File: src/rtl/iob_cfg_loader_if.sv
// ----------------------------------------------------------------------------
// iob_cfg_loader_if
//
// Purpose : bundles the serial configuration stream and the per-IOB
//           configuration outputs of iob_cfg_loader.
//
// Signals :
//   CFG_DIN     serial configuration data bit (stream source -> loader)
//   CFG_VALID   CFG_DIN qualifier              (stream source -> loader)
//   TSMUX_OUT   2*NUM_IOB tristate mux selects, IOB i at [2i+1:2i]
//   DORREG_OUT  NUM_IOB input-path selects (0 direct, 1 registered)
//   CFG_BUSY    payload load in progress
//   CFG_DONE    configuration committed (sticky)
//   CFG_ERR     load rejected (sticky)
//
// Modports: master = stream source / observer, slave = the loader itself.
// ----------------------------------------------------------------------------
interface iob_cfg_loader_if #(
    parameter int NUM_IOB = 4
);
    logic                   CFG_DIN;
    logic                   CFG_VALID;
    logic [2*NUM_IOB-1:0]   TSMUX_OUT;
    logic [NUM_IOB-1:0]     DORREG_OUT;
    logic                   CFG_BUSY;
    logic                   CFG_DONE;
    logic                   CFG_ERR;

    modport master (
        output CFG_DIN, CFG_VALID,
        input  TSMUX_OUT, DORREG_OUT, CFG_BUSY, CFG_DONE, CFG_ERR
    );

    modport slave (
        input  CFG_DIN, CFG_VALID,
        output TSMUX_OUT, DORREG_OUT, CFG_BUSY, CFG_DONE, CFG_ERR
    );
endinterface

File: src/rtl/iob_cfg_loader.sv
// ----------------------------------------------------------------------------
// iob_cfg_loader
//
// Purpose : serial configuration loader sitting directly in front of the
//           I/O blocks. Hunts a sync word on a 1-bit stream, shifts in
//           3 bits per IOB (TSMUX[1], TSMUX[0], DORREG; IOB0 first) into a
//           staging register, then commits every IOB setting in one edge.
//           Until a commit all IOBs sit in the safe high-Z / direct-input
//           state (all outputs 0).
//
// Ports   :
//   IOCLK  configuration clock, all state on the rising edge
//   RST    synchronous, active-high reset
//   bus    iob_cfg_loader_if.slave (stream in, IOB configuration out)
//
// Options : define IOB_CFG_PARITY_EN to require one trailing even-parity bit
//           after the payload; a parity failure lands in the sticky ERR
//           state. Without it CFG_ERR is tied to 0.
// ----------------------------------------------------------------------------
module iob_cfg_loader #(
    parameter int                NUM_IOB   = 4,
    parameter int                SYNC_W    = 8,
    parameter logic [SYNC_W-1:0] SYNC_WORD = 8'hA5
) (
    input  logic              IOCLK,
    input  logic              RST,
    iob_cfg_loader_if.slave   bus
);

    localparam int PAYLOAD_W = 3 * NUM_IOB;
`ifdef IOB_CFG_PARITY_EN
    localparam int LOAD_BITS = PAYLOAD_W + 1;
`else
    localparam int LOAD_BITS = PAYLOAD_W;
`endif
    localparam int              CNT_W    = $clog2(LOAD_BITS + 1);
    localparam logic [CNT_W-1:0] LAST_CNT = CNT_W'(LOAD_BITS - 1);
`ifdef IOB_CFG_PARITY_EN
    localparam logic [CNT_W-1:0] PAY_CNT  = CNT_W'(PAYLOAD_W);
`endif

    typedef enum logic [2:0] {
        ST_HUNT,
        ST_LOAD,
        ST_COMMIT,
        ST_DONE,
        ST_ERR
    } state_e;

    state_e                 state_q, state_d;
    logic [SYNC_W-1:0]      sync_q, sync_d;
    logic [PAYLOAD_W-1:0]   stage_q, stage_d;
    logic [CNT_W-1:0]       cnt_q, cnt_d;
    logic [2*NUM_IOB-1:0]   tsmux_q, tsmux_d;
    logic [NUM_IOB-1:0]     dorreg_q, dorreg_d;
    logic                   busy_q, busy_d;
    logic                   done_q, done_d;
`ifdef IOB_CFG_PARITY_EN
    logic                   par_q, par_d;
    logic                   err_q, err_d;
`endif

    logic [SYNC_W-1:0]      sync_shift;
    logic [PAYLOAD_W-1:0]   stage_shift;
    logic [2*NUM_IOB-1:0]   stage_ts;
    logic [NUM_IOB-1:0]     stage_dor;

    assign sync_shift  = {sync_q[SYNC_W-2:0], bus.CFG_DIN};
    assign stage_shift = {stage_q[PAYLOAD_W-2:0], bus.CFG_DIN};

    // The staging register shifts LSB-in, so payload bit k (first bit k=0)
    // ends up at position PAYLOAD_W-1-k. Unscramble into per-IOB fields.
    always_comb begin
        stage_ts  = '0;
        stage_dor = '0;
        for (int i = 0; i < NUM_IOB; i++) begin
            stage_ts[2*i+1] = stage_q[PAYLOAD_W-1-3*i];
            stage_ts[2*i]   = stage_q[PAYLOAD_W-2-3*i];
            stage_dor[i]    = stage_q[PAYLOAD_W-3-3*i];
        end
    end

    // NOTE: every signal written here gets a default first, so no path can
    // leave one unassigned and infer a latch.
    always_comb begin
        state_d  = state_q;
        sync_d   = sync_q;
        stage_d  = stage_q;
        cnt_d    = cnt_q;
        tsmux_d  = tsmux_q;
        dorreg_d = dorreg_q;
        busy_d   = busy_q;
        done_d   = done_q;
`ifdef IOB_CFG_PARITY_EN
        par_d    = par_q;
        err_d    = err_q;
`endif
        case (state_q)
            ST_HUNT: begin
                if (bus.CFG_VALID) begin
                    sync_d = sync_shift;
                    // Sliding window: compare including the bit being sampled.
                    if (sync_shift == SYNC_WORD) begin
                        state_d = ST_LOAD;
                        cnt_d   = '0;
                        busy_d  = 1'b1;
`ifdef IOB_CFG_PARITY_EN
                        par_d   = 1'b0;
`endif
                    end
                end
            end
            ST_LOAD: begin
                if (bus.CFG_VALID) begin
                    cnt_d = cnt_q + CNT_W'(1);
`ifdef IOB_CFG_PARITY_EN
                    // The trailing parity bit is folded into the parity
                    // accumulator but never enters the staging register.
                    if (cnt_q < PAY_CNT) stage_d = stage_shift;
                    par_d = par_q ^ bus.CFG_DIN;
                    if (cnt_q == LAST_CNT) begin
                        if (par_q ^ bus.CFG_DIN) begin
                            state_d = ST_ERR;
                            busy_d  = 1'b0;
                            err_d   = 1'b1;
                        end else begin
                            state_d = ST_COMMIT;
                        end
                    end
`else
                    stage_d = stage_shift;
                    if (cnt_q == LAST_CNT) state_d = ST_COMMIT;
`endif
                end
            end
            ST_COMMIT: begin
                tsmux_d  = stage_ts;
                dorreg_d = stage_dor;
                done_d   = 1'b1;
                busy_d   = 1'b0;
                state_d  = ST_DONE;
            end
            default: ;  // DONE and ERR are terminal until RST
        endcase
    end

    // NOTE: sequential state uses non-blocking assignments so every flop
    // samples the pre-edge value of every other flop.
    always_ff @(posedge IOCLK) begin
        if (RST) begin
            state_q  <= ST_HUNT;
            sync_q   <= '0;
            stage_q  <= '0;
            cnt_q    <= '0;
            tsmux_q  <= '0;
            dorreg_q <= '0;
            busy_q   <= 1'b0;
            done_q   <= 1'b0;
`ifdef IOB_CFG_PARITY_EN
            par_q    <= 1'b0;
            err_q    <= 1'b0;
`endif
        end else begin
            state_q  <= state_d;
            sync_q   <= sync_d;
            stage_q  <= stage_d;
            cnt_q    <= cnt_d;
            tsmux_q  <= tsmux_d;
            dorreg_q <= dorreg_d;
            busy_q   <= busy_d;
            done_q   <= done_d;
`ifdef IOB_CFG_PARITY_EN
            par_q    <= par_d;
            err_q    <= err_d;
`endif
        end
    end

    assign bus.TSMUX_OUT  = tsmux_q;
    assign bus.DORREG_OUT = dorreg_q;
    assign bus.CFG_BUSY   = busy_q;
    assign bus.CFG_DONE   = done_q;
`ifdef IOB_CFG_PARITY_EN
    assign bus.CFG_ERR    = err_q;
`else
    assign bus.CFG_ERR    = 1'b0;
`endif

endmodule

File: src/flat_wrapper.sv
// flat-port wrapper written by rule: the top's interface ports become plain ports
module iob_cfg_loader_flat 
#(
    parameter int                NUM_IOB   = 4,
    parameter int                SYNC_W    = 8,
    parameter logic [SYNC_W-1:0] SYNC_WORD = 8'hA5
)
  (IOCLK, RST, bus_CFG_DIN, bus_CFG_VALID, bus_TSMUX_OUT, bus_DORREG_OUT, bus_CFG_BUSY, bus_CFG_DONE, bus_CFG_ERR);
  iob_cfg_loader_if #(.NUM_IOB(NUM_IOB)) bus_i ();
  input  logic IOCLK;
  input  logic RST;
  input wire logic [$bits(bus_i.CFG_DIN)-1:0] bus_CFG_DIN;
  input wire logic [$bits(bus_i.CFG_VALID)-1:0] bus_CFG_VALID;
  output wire logic [$bits(bus_i.TSMUX_OUT)-1:0] bus_TSMUX_OUT;
  output wire logic [$bits(bus_i.DORREG_OUT)-1:0] bus_DORREG_OUT;
  output wire logic [$bits(bus_i.CFG_BUSY)-1:0] bus_CFG_BUSY;
  output wire logic [$bits(bus_i.CFG_DONE)-1:0] bus_CFG_DONE;
  output wire logic [$bits(bus_i.CFG_ERR)-1:0] bus_CFG_ERR;
  assign bus_i.CFG_DIN = bus_CFG_DIN;
  assign bus_i.CFG_VALID = bus_CFG_VALID;
  assign bus_TSMUX_OUT = bus_i.TSMUX_OUT;
  assign bus_DORREG_OUT = bus_i.DORREG_OUT;
  assign bus_CFG_BUSY = bus_i.CFG_BUSY;
  assign bus_CFG_DONE = bus_i.CFG_DONE;
  assign bus_CFG_ERR = bus_i.CFG_ERR;
  iob_cfg_loader #(.NUM_IOB(NUM_IOB), .SYNC_W(SYNC_W), .SYNC_WORD(SYNC_WORD)) u_core (.IOCLK(IOCLK), .RST(RST), .bus(bus_i));
endmodule
File: config.mk
export PLATFORM = sky130hd
export DESIGN_NAME = iob_cfg_loader_flat
export DESIGN_NICKNAME = d
export VERILOG_FILES = /design/src/rtl/iob_cfg_loader_if.sv /design/src/rtl/iob_cfg_loader.sv /design/src/flat_wrapper.sv
export SDC_FILE = /design/constraint.sdc
export NUM_CORES = 1
export LEC_CHECK = 0
export BUFFER_PORTS_ARGS = -buffer_cell sky130_fd_sc_hd__buf_2
export CAP_MARGIN = 10
export CORE_ASPECT_RATIO = 2
export CORE_UTILIZATION = 50
export DETAILED_ROUTE_END_ITERATION = 10
export PLACE_DENSITY = 0.81
export SYNTH_ARGS = -nofsm -noshare
export SYNTH_HDL_FRONTEND = slang
export SYNTH_SLANG_ARGS = --single-unit
File: constraint.sdc
create_clock -name IOCLK -period 1.9 [get_ports IOCLK]
set_input_delay 0.285 -clock IOCLK [delete_from_list [all_inputs] [get_ports IOCLK]]
set_output_delay 0.285 -clock IOCLK [all_outputs]
set_load 0.005 [all_outputs]
-- Yosys cells after proc, flatten, opt, wreduce, memory -nomap -nowiden
Index checks and enable logic that the tools add are counted.
- register bits after elaboration: 40
- logic and storage cells: 38
- bits of input ports: 4
- output and inout port bits: 15
- equality and inequality tests: 8
- reduce and logical (&&, ||, !) cells: 9
- $add $sub $neg: 1
- mux-type cells: 12
- operators with widths (kind ; number):
    $mux W3 ; 4
    $mux W4 ; 3
    $pmux W3 S3 ; 1
    $eq A8 B8 Y1 const B ; 1
    $pmux W4 S2 ; 1
    $reduce_and A5 Y1 ; 1
    $add A4 B1 Y4 const B ; 1
    $eq A4 B4 Y1 const B ; 1
    $ne A2 B1 Y1 const B ; 2
    $ne A2 B2 Y1 const B ; 2
    $reduce_and A2 Y1 ; 2
    $reduce_and A4 Y1 ; 1
    $reduce_bool A2 Y1 ; 2
    $eq A3 B1 Y1 const B ; 1
    $eq A3 B2 Y1 const B ; 1
    $logic_not A3 Y1 ; 1
    $reduce_and A3 Y1 ; 1
    $reduce_bool A3 Y1 ; 1
    $mux W1 ; 2
    $pmux W1 S2 ; 1

-- Logic depth before layout (Yosys ltp)
- word-level depth: 4
- mapped depth: 6
- depth with buffers taken out: 6

-- Least setup slack after synthesis
No wires, ideal clock.
- path kind: reg2reg
- from: register u_core.state_q[0]
- to: register u_core.cnt_q[3]
- data required time: 1.813 ns
- setup slack: 0.437 ns
- data arrival time: 1.376 ns
- stages on the path, launching flop included: 7
- period minus slack after synthesis: 1.463 ns
- library setup time: 0.087 ns
- buffers on the path: 1
- cells stage by stage: dfxtp_1 -> inv_1 -> ha_1 -> buf_2 -> a41oi_1 -> o21ai_0 -> o31ai_1
- longest elaborated chain between the ends: 3
- elaborated cells between the ends (all ways): 8
- those cells by class: 4 x eq/ne; 1 x mux; 3 x reduce/logical
- RTL lines (what ; RTL line ; text):
    start, declared ; iob_cfg_loader.sv:50 ; state_e state_q, state_d;
    start signal, assigned ; iob_cfg_loader.sv:164 ; state_q <= state_d;
    $eq A3 B1 Y1 / $logic_not A3 Y1 (equally long branches) ; iob_cfg_loader.sv:98 ; case (state_q)
    $ne A2 B2 Y1 (no line) (tied with other cells) ; n/a ;
    $reduce_and A4 Y1 (no line) ; n/a ;
    end signal, assigned ; iob_cfg_loader.sv:167 ; cnt_q <= cnt_d;
    end, declared ; iob_cfg_loader.sv:53 ; logic [CNT_W-1:0] cnt_q, cnt_d;
Several ways; a longest one is shown, not always the timed one.
A chain may end at the register's enable or synchronous reset.

-- Worst setup path after layout
Same ends and word-level chain as after synthesis.

==> metrics.txt <==
# TYPE chip_impl_metric gauge
chip_impl_info{name="outcome",value="finished, final reports clean"} 1
chip_impl_metric{name="syn_inst",unit=""} 179
chip_impl_info{name="critical_path.reg2reg.endpoint",value="u_core.cnt_q[3]"} 1
chip_impl_metric{name="die_y",unit="µm"} 82.2
chip_impl_metric{name="vias_after_detailed_routing",unit=""} 1283
chip_impl_metric{name="switching_power_share_of_the_total",unit=""} 0.229
chip_impl_info{name="worstReg2RegStart",value="u_core.state_q[0]"} 1
chip_impl_metric{name="route.antenna.remaining_nets",unit=""} 0
chip_impl_info{name="cp-endpoint",value="u_core.cnt_q[3]"} 1
chip_impl_info{name="worstSetupStartpointType",value="flip-flop"} 1
chip_impl_metric{name="ff2ff_setup_slack",unit="ns"} 0.23
chip_impl_metric{name="cp_num_cells",unit=""} 6
chip_impl_metric{name="holdBufCountCts",unit=""} 0
chip_impl_metric{name="wirelength",unit="µm"} 3020
chip_impl_metric{name="tns_setup",unit="ns"} 0
chip_impl_metric{name="grt_pass1_wl",unit="µm"} 5060
chip_impl_info{name="crit_type",value="flip-flop to flip-flop"} 1
chip_impl_metric{name="cts.sinks",unit=""} 39
chip_impl_metric{name="worst_skew_pair.late_latency",unit="ns"} 0.28
chip_impl_metric{name="floorplan.rows",unit=""} 28
chip_impl_metric{name="portBuffers",unit=""} 17
chip_impl_info{name="rsz0062_at_grt",value="no"} 1
chip_impl_metric{name="total_count_of_hold_check_failures_in_the_final_report",unit=""} 0
chip_impl_metric{name="setup_failing_eps_final",unit=""} 0
chip_impl_metric{name="nets_in_the_synthesized_netlist",unit=""} 189
chip_impl_metric{name="worst_ep_required_time",unit="ns"} 2.10
chip_impl_metric{name="floorplan.die_area",unit="µm²"} 3460
chip_impl_metric{name="antenna_found_initial",unit=""} 0
chip_impl_metric{name="post_cts_repair_resize_count",unit=""} 0
chip_impl_metric{name="detailedPlacementHpwl",unit="µm"} 2190
chip_impl_metric{name="gpl.final_weighted_congestion",unit=""} 0.760
chip_impl_info{name="cts_tree",value="yes"} 1
chip_impl_metric{name="irDropWorstVdd",unit="V"} 0.000579
chip_impl_metric{name="routed_wire_length_per_instance",unit="µm"} 13.3
chip_impl_metric{name="detail_route.iter0.violations",unit=""} 37
chip_impl_info{name="yosysTopAreaCell",value="sky130_fd_sc_hd__dfxtp_1"} 1
chip_impl_metric{name="core_area",unit="µm²"} 3010
chip_impl_metric{name="timing.final.ws_setup",unit="ns"} 0.230
chip_impl_metric{name="clock_skew",unit="ns"} 0.00373
chip_impl_metric{name="fillers",unit=""} 274
chip_impl_metric{name="detail_route.drc_violations",unit=""} 0
chip_impl_metric{name="clk_path_buf_depth",unit=""} 2
chip_impl_info{name="crit_chain",value="inv_1 -> ha_1 -> and3b_1 -> a41oi_1 -> o21ai_0 -> o31ai_1"} 1
chip_impl_metric{name="ys_warn_count",unit=""} 0
chip_impl_info{name="hold_crit_path_type",value="input port to flip-flop"} 1
chip_impl_info{name="synth_commonest_cells",value="sky130_fd_sc_hd__dfxtp_1 (39), sky130_fd_sc_hd__nand2_1 (35), sky130_fd_sc_hd__a21oi_1 (20)"} 1
chip_impl_metric{name="buffers_and_inverters_on_the_worst_path",unit=""} 1
chip_impl_metric{name="timing.fmax",unit="MHz"} 599
chip_impl_metric{name="worstMarginPinSlew",unit="ns"} 0.688
chip_impl_metric{name="critPathArrivalTime",unit="ns"} 1.87
chip_impl_info{name="yosys-top-cells-area",value="sky130_fd_sc_hd__dfxtp_1 (49%), sky130_fd_sc_hd__nand2_1 (8.2%), sky130_fd_sc_hd__mux2i_1 (8.1%)"} 1
chip_impl_metric{name="p_seq_frac",unit=""} 0.493
chip_impl_metric{name="power_frac_clock",unit=""} 0.406
chip_impl_metric{name="r2r.worst_path.cells",unit=""} 6
chip_impl_metric{name="maximum_number_of_pins_on_one_net_before_global_route_repair",unit=""} 44
chip_impl_info{name="slowest_stage",value="sky130_fd_sc_hd__dfxtp_1"} 1
chip_impl_metric{name="postSynthAreaPerCell",unit="µm²"} 8.98
chip_impl_metric{name="power_per_cell_area",unit="nW/µm²"} 939
chip_impl_metric{name="nets",unit=""} 206
chip_impl_metric{name="cellInternalPower",unit="mW"} 1.32
chip_impl_metric{name="initial_core_util",unit=""} 0.534
chip_impl_metric{name="combinationalPowerShare",unit=""} 0.102
chip_impl_metric{name="slowest_delay",unit="ns"} 0.35
chip_impl_metric{name="period_share",unit=""} 0.879
chip_impl_metric{name="net-switching-power",unit="mW"} 0.392
chip_impl_metric{name="design.portCount",unit=""} 19
chip_impl_info{name="synth_top_flop_cell",value="sky130_fd_sc_hd__dfxtp_1"} 1
chip_impl_metric{name="detail_route.vias_per_cell",unit=""} 5.65
chip_impl_metric{name="final_layout_size_suffix_gt1_frac",unit=""} 0.168
chip_impl_metric{name="post_synth_arst_share",unit=""} 0
chip_impl_metric{name="number_of_global_route_vias_before_repair",unit=""} 1225
chip_impl_metric{name="netlist_area",unit="µm²"} 1610
chip_impl_metric{name="synthToLayoutAreaGrowth",unit="%"} 13.5
chip_impl_metric{name="h-tree-depth",unit=""} 2
chip_impl_info{name="critical-path-top-delay-family",value="compound AO/OA/AOI/OAI gates"} 1
chip_impl_metric{name="period_minus_slack",unit="ns"} 1.67
chip_impl_metric{name="worstPathMaxFanout",unit=""} 6
chip_impl_metric{name="cellLeakagePower",unit="nW"} 0.682
chip_impl_metric{name="antennaDiodeCount",unit=""} 0
chip_impl_metric{name="yosysSeqAreaShare",unit=""} 0.486
chip_impl_metric{name="synth-edff-count",unit=""} 0
chip_impl_metric{name="fp.dieW",unit="µm"} 42.1
chip_impl_metric{name="place_ws",unit="ns"} 0.222
chip_impl_metric{name="cap_viol_max_count",unit=""} 0
chip_impl_metric{name="detailedRoute.firstPassIterationCount",unit=""} 4
chip_impl_metric{name="timing.max_slew.rel_slack",unit=""} 0.541
chip_impl_metric{name="post_synth_num_cell_types",unit=""} 31
chip_impl_info{name="yosysMostFrequentCell",value="sky130_fd_sc_hd__dfxtp_1"} 1
chip_impl_info{name="timing.critical_path.to_type",value="flip-flop"} 1
chip_impl_info{name="ctsRootBufferMaster",value="sky130_fd_sc_hd__clkbuf_8"} 1
chip_impl_metric{name="grt_overflow",unit=""} 0
chip_impl_metric{name="cts.reportedPaths.clkPinSlew",unit="ns"} 0.07
chip_impl_metric{name="post_cts.repair.setup_buffers",unit=""} 0
chip_impl_metric{name="grtUsageTotal",unit=""} 0.192
chip_impl_metric{name="cts-buffers-inserted",unit=""} 5
chip_impl_metric{name="number_of_pins_exceeding_their_max_slew_limit_in_the_final_report",unit=""} 0
chip_impl_info{name="setup.worst_path.start",value="u_core.state_q[0]"} 1
chip_impl_metric{name="yosys.area.top_type_share",unit=""} 0.486
chip_impl_metric{name="postSynthRegisterBits",unit=""} 39
## logic make-up (layout without fill, tap and decap cells)
family                   Yosys count  count (layout)  synth area share
AO/OA/AOI/OAI                     29              29             0.113
adder cells (fa/ha/maj)            6               6            0.0467
multiplexers                      14              14            0.0879
flip-flops                        39              39             0.486
buffers and inverters             14              32            0.0397
AND/OR/NAND/NOR                   76              76             0.225
other                              1               1           0.00233
## layout by cell type, fill, tap and decap left out, types with 2 or more instances in the layout
cell type / count
sky130_fd_sc_hd__dfxtp_1: 39
sky130_fd_sc_hd__nand2_1: 35
sky130_fd_sc_hd__a21oi_1: 20
sky130_fd_sc_hd__buf_2: 17
sky130_fd_sc_hd__nor2_1: 16
sky130_fd_sc_hd__mux2i_1: 13
sky130_fd_sc_hd__nand3_1: 9
sky130_fd_sc_hd__ha_1: 6
sky130_fd_sc_hd__clkbuf_8: 6
sky130_fd_sc_hd__nand2b_1: 5
sky130_fd_sc_hd__buf_4: 4
sky130_fd_sc_hd__inv_1: 3
sky130_fd_sc_hd__and2_1: 2
sky130_fd_sc_hd__nand3b_1: 2
sky130_fd_sc_hd__o31ai_1: 2
sky130_fd_sc_hd__o21ai_0: 2
## worst register-to-register path, cell delays in order (launching register included)
cell,delay (ns)
sky130_fd_sc_hd__dfxtp_1,0.35
sky130_fd_sc_hd__inv_1,0.11
sky130_fd_sc_hd__ha_1,0.32
sky130_fd_sc_hd__and3b_1,0.22
sky130_fd_sc_hd__a41oi_1,0.35
sky130_fd_sc_hd__o21ai_0,0.15
sky130_fd_sc_hd__o31ai_1,0.09
## flip-flops by register name, indices dropped and copies added (netlist names)
register / count
u_core.bus.DORREG_OUT: 4
u_core.bus.CFG_DONE: 1
u_core.bus.CFG_BUSY: 1
u_core.stage_q: 12
u_core.bus.TSMUX_OUT: 8
u_core.cnt_q: 4
u_core.sync_q: 7
u_core.state_q: 2
## metrics by stage
| stage | cell area, µm² | instances | hold slack, ns | utilization | power (mW) |
|---|---|---|---|---|---|
| final | 1830 | 227 | 0.252 | 0.606 | 1.71 |
| after global placement | 1710 | 219 | 0.444 | 0.567 | 1.02 |
| after global routing | 1830 | 227 | 0.269 | 0.606 | 1.79 |
| after detailed placement | 1710 | 219 | 0.446 | 0.567 | 1.04 |
| after floorplan | 1610 | 179 | 0.421 | - | 0.988 |
| after CTS | 1830 | 227 | 0.250 | 0.606 | 1.73 |
## power by group through the flow
stage,logic [mW],registers (mW),clock network (mW)
after floorplan,0.127,0.860,0
after global placement,0.161,0.861,0
after detailed placement,0.174,0.863,0
after CTS,0.174,0.844,0.713
after global routing,0.190,0.847,0.749
final,0.175,0.844,0.695
## how the worst min path moves through the flow
stage	start	endpoint	slack, ns	cells after the start
2_1_floorplan	bus_CFG_DIN	u_core.stage_q[0]	0.42	2
3_3_place_gp	u_core.bus.CFG_DONE	u_core.bus.CFG_DONE	0.44	2
3_5_place_dp	u_core.stage_q[11]	u_core.stage_q[11]	0.45	2
4_1_cts	bus_CFG_DIN	u_core.stage_q[0]	0.25	3
5_1_grt	bus_CFG_DIN	u_core.stage_q[0]	0.27	3
6_report	bus_CFG_DIN	u_core.stage_q[0]	0.25	3
## per-layer routing
layer	wire, µm	share of wire	global-route usage	vias up
met5	0	0	0	-
met4	76	0.025	0.100	0
met3	88	0.029	0.0413	8
met2	1710	0.57	0.384	30
met1	1140	0.38	0.173	614
li1	-	-	-	631
## cell type report
class	instances	area [µm²]	share of cell area
repair buffers	21	115	0.0631
well taps	30	37.5	0.0206
multi-input cells	126	763	0.418
flip-flops and latches	39	781	0.428
clock inverters	2	35.0	0.0192
clock buffers	6	82.6	0.0452
inverters	3	11.3	0.00617
Power figures use the tool's default switching activity.
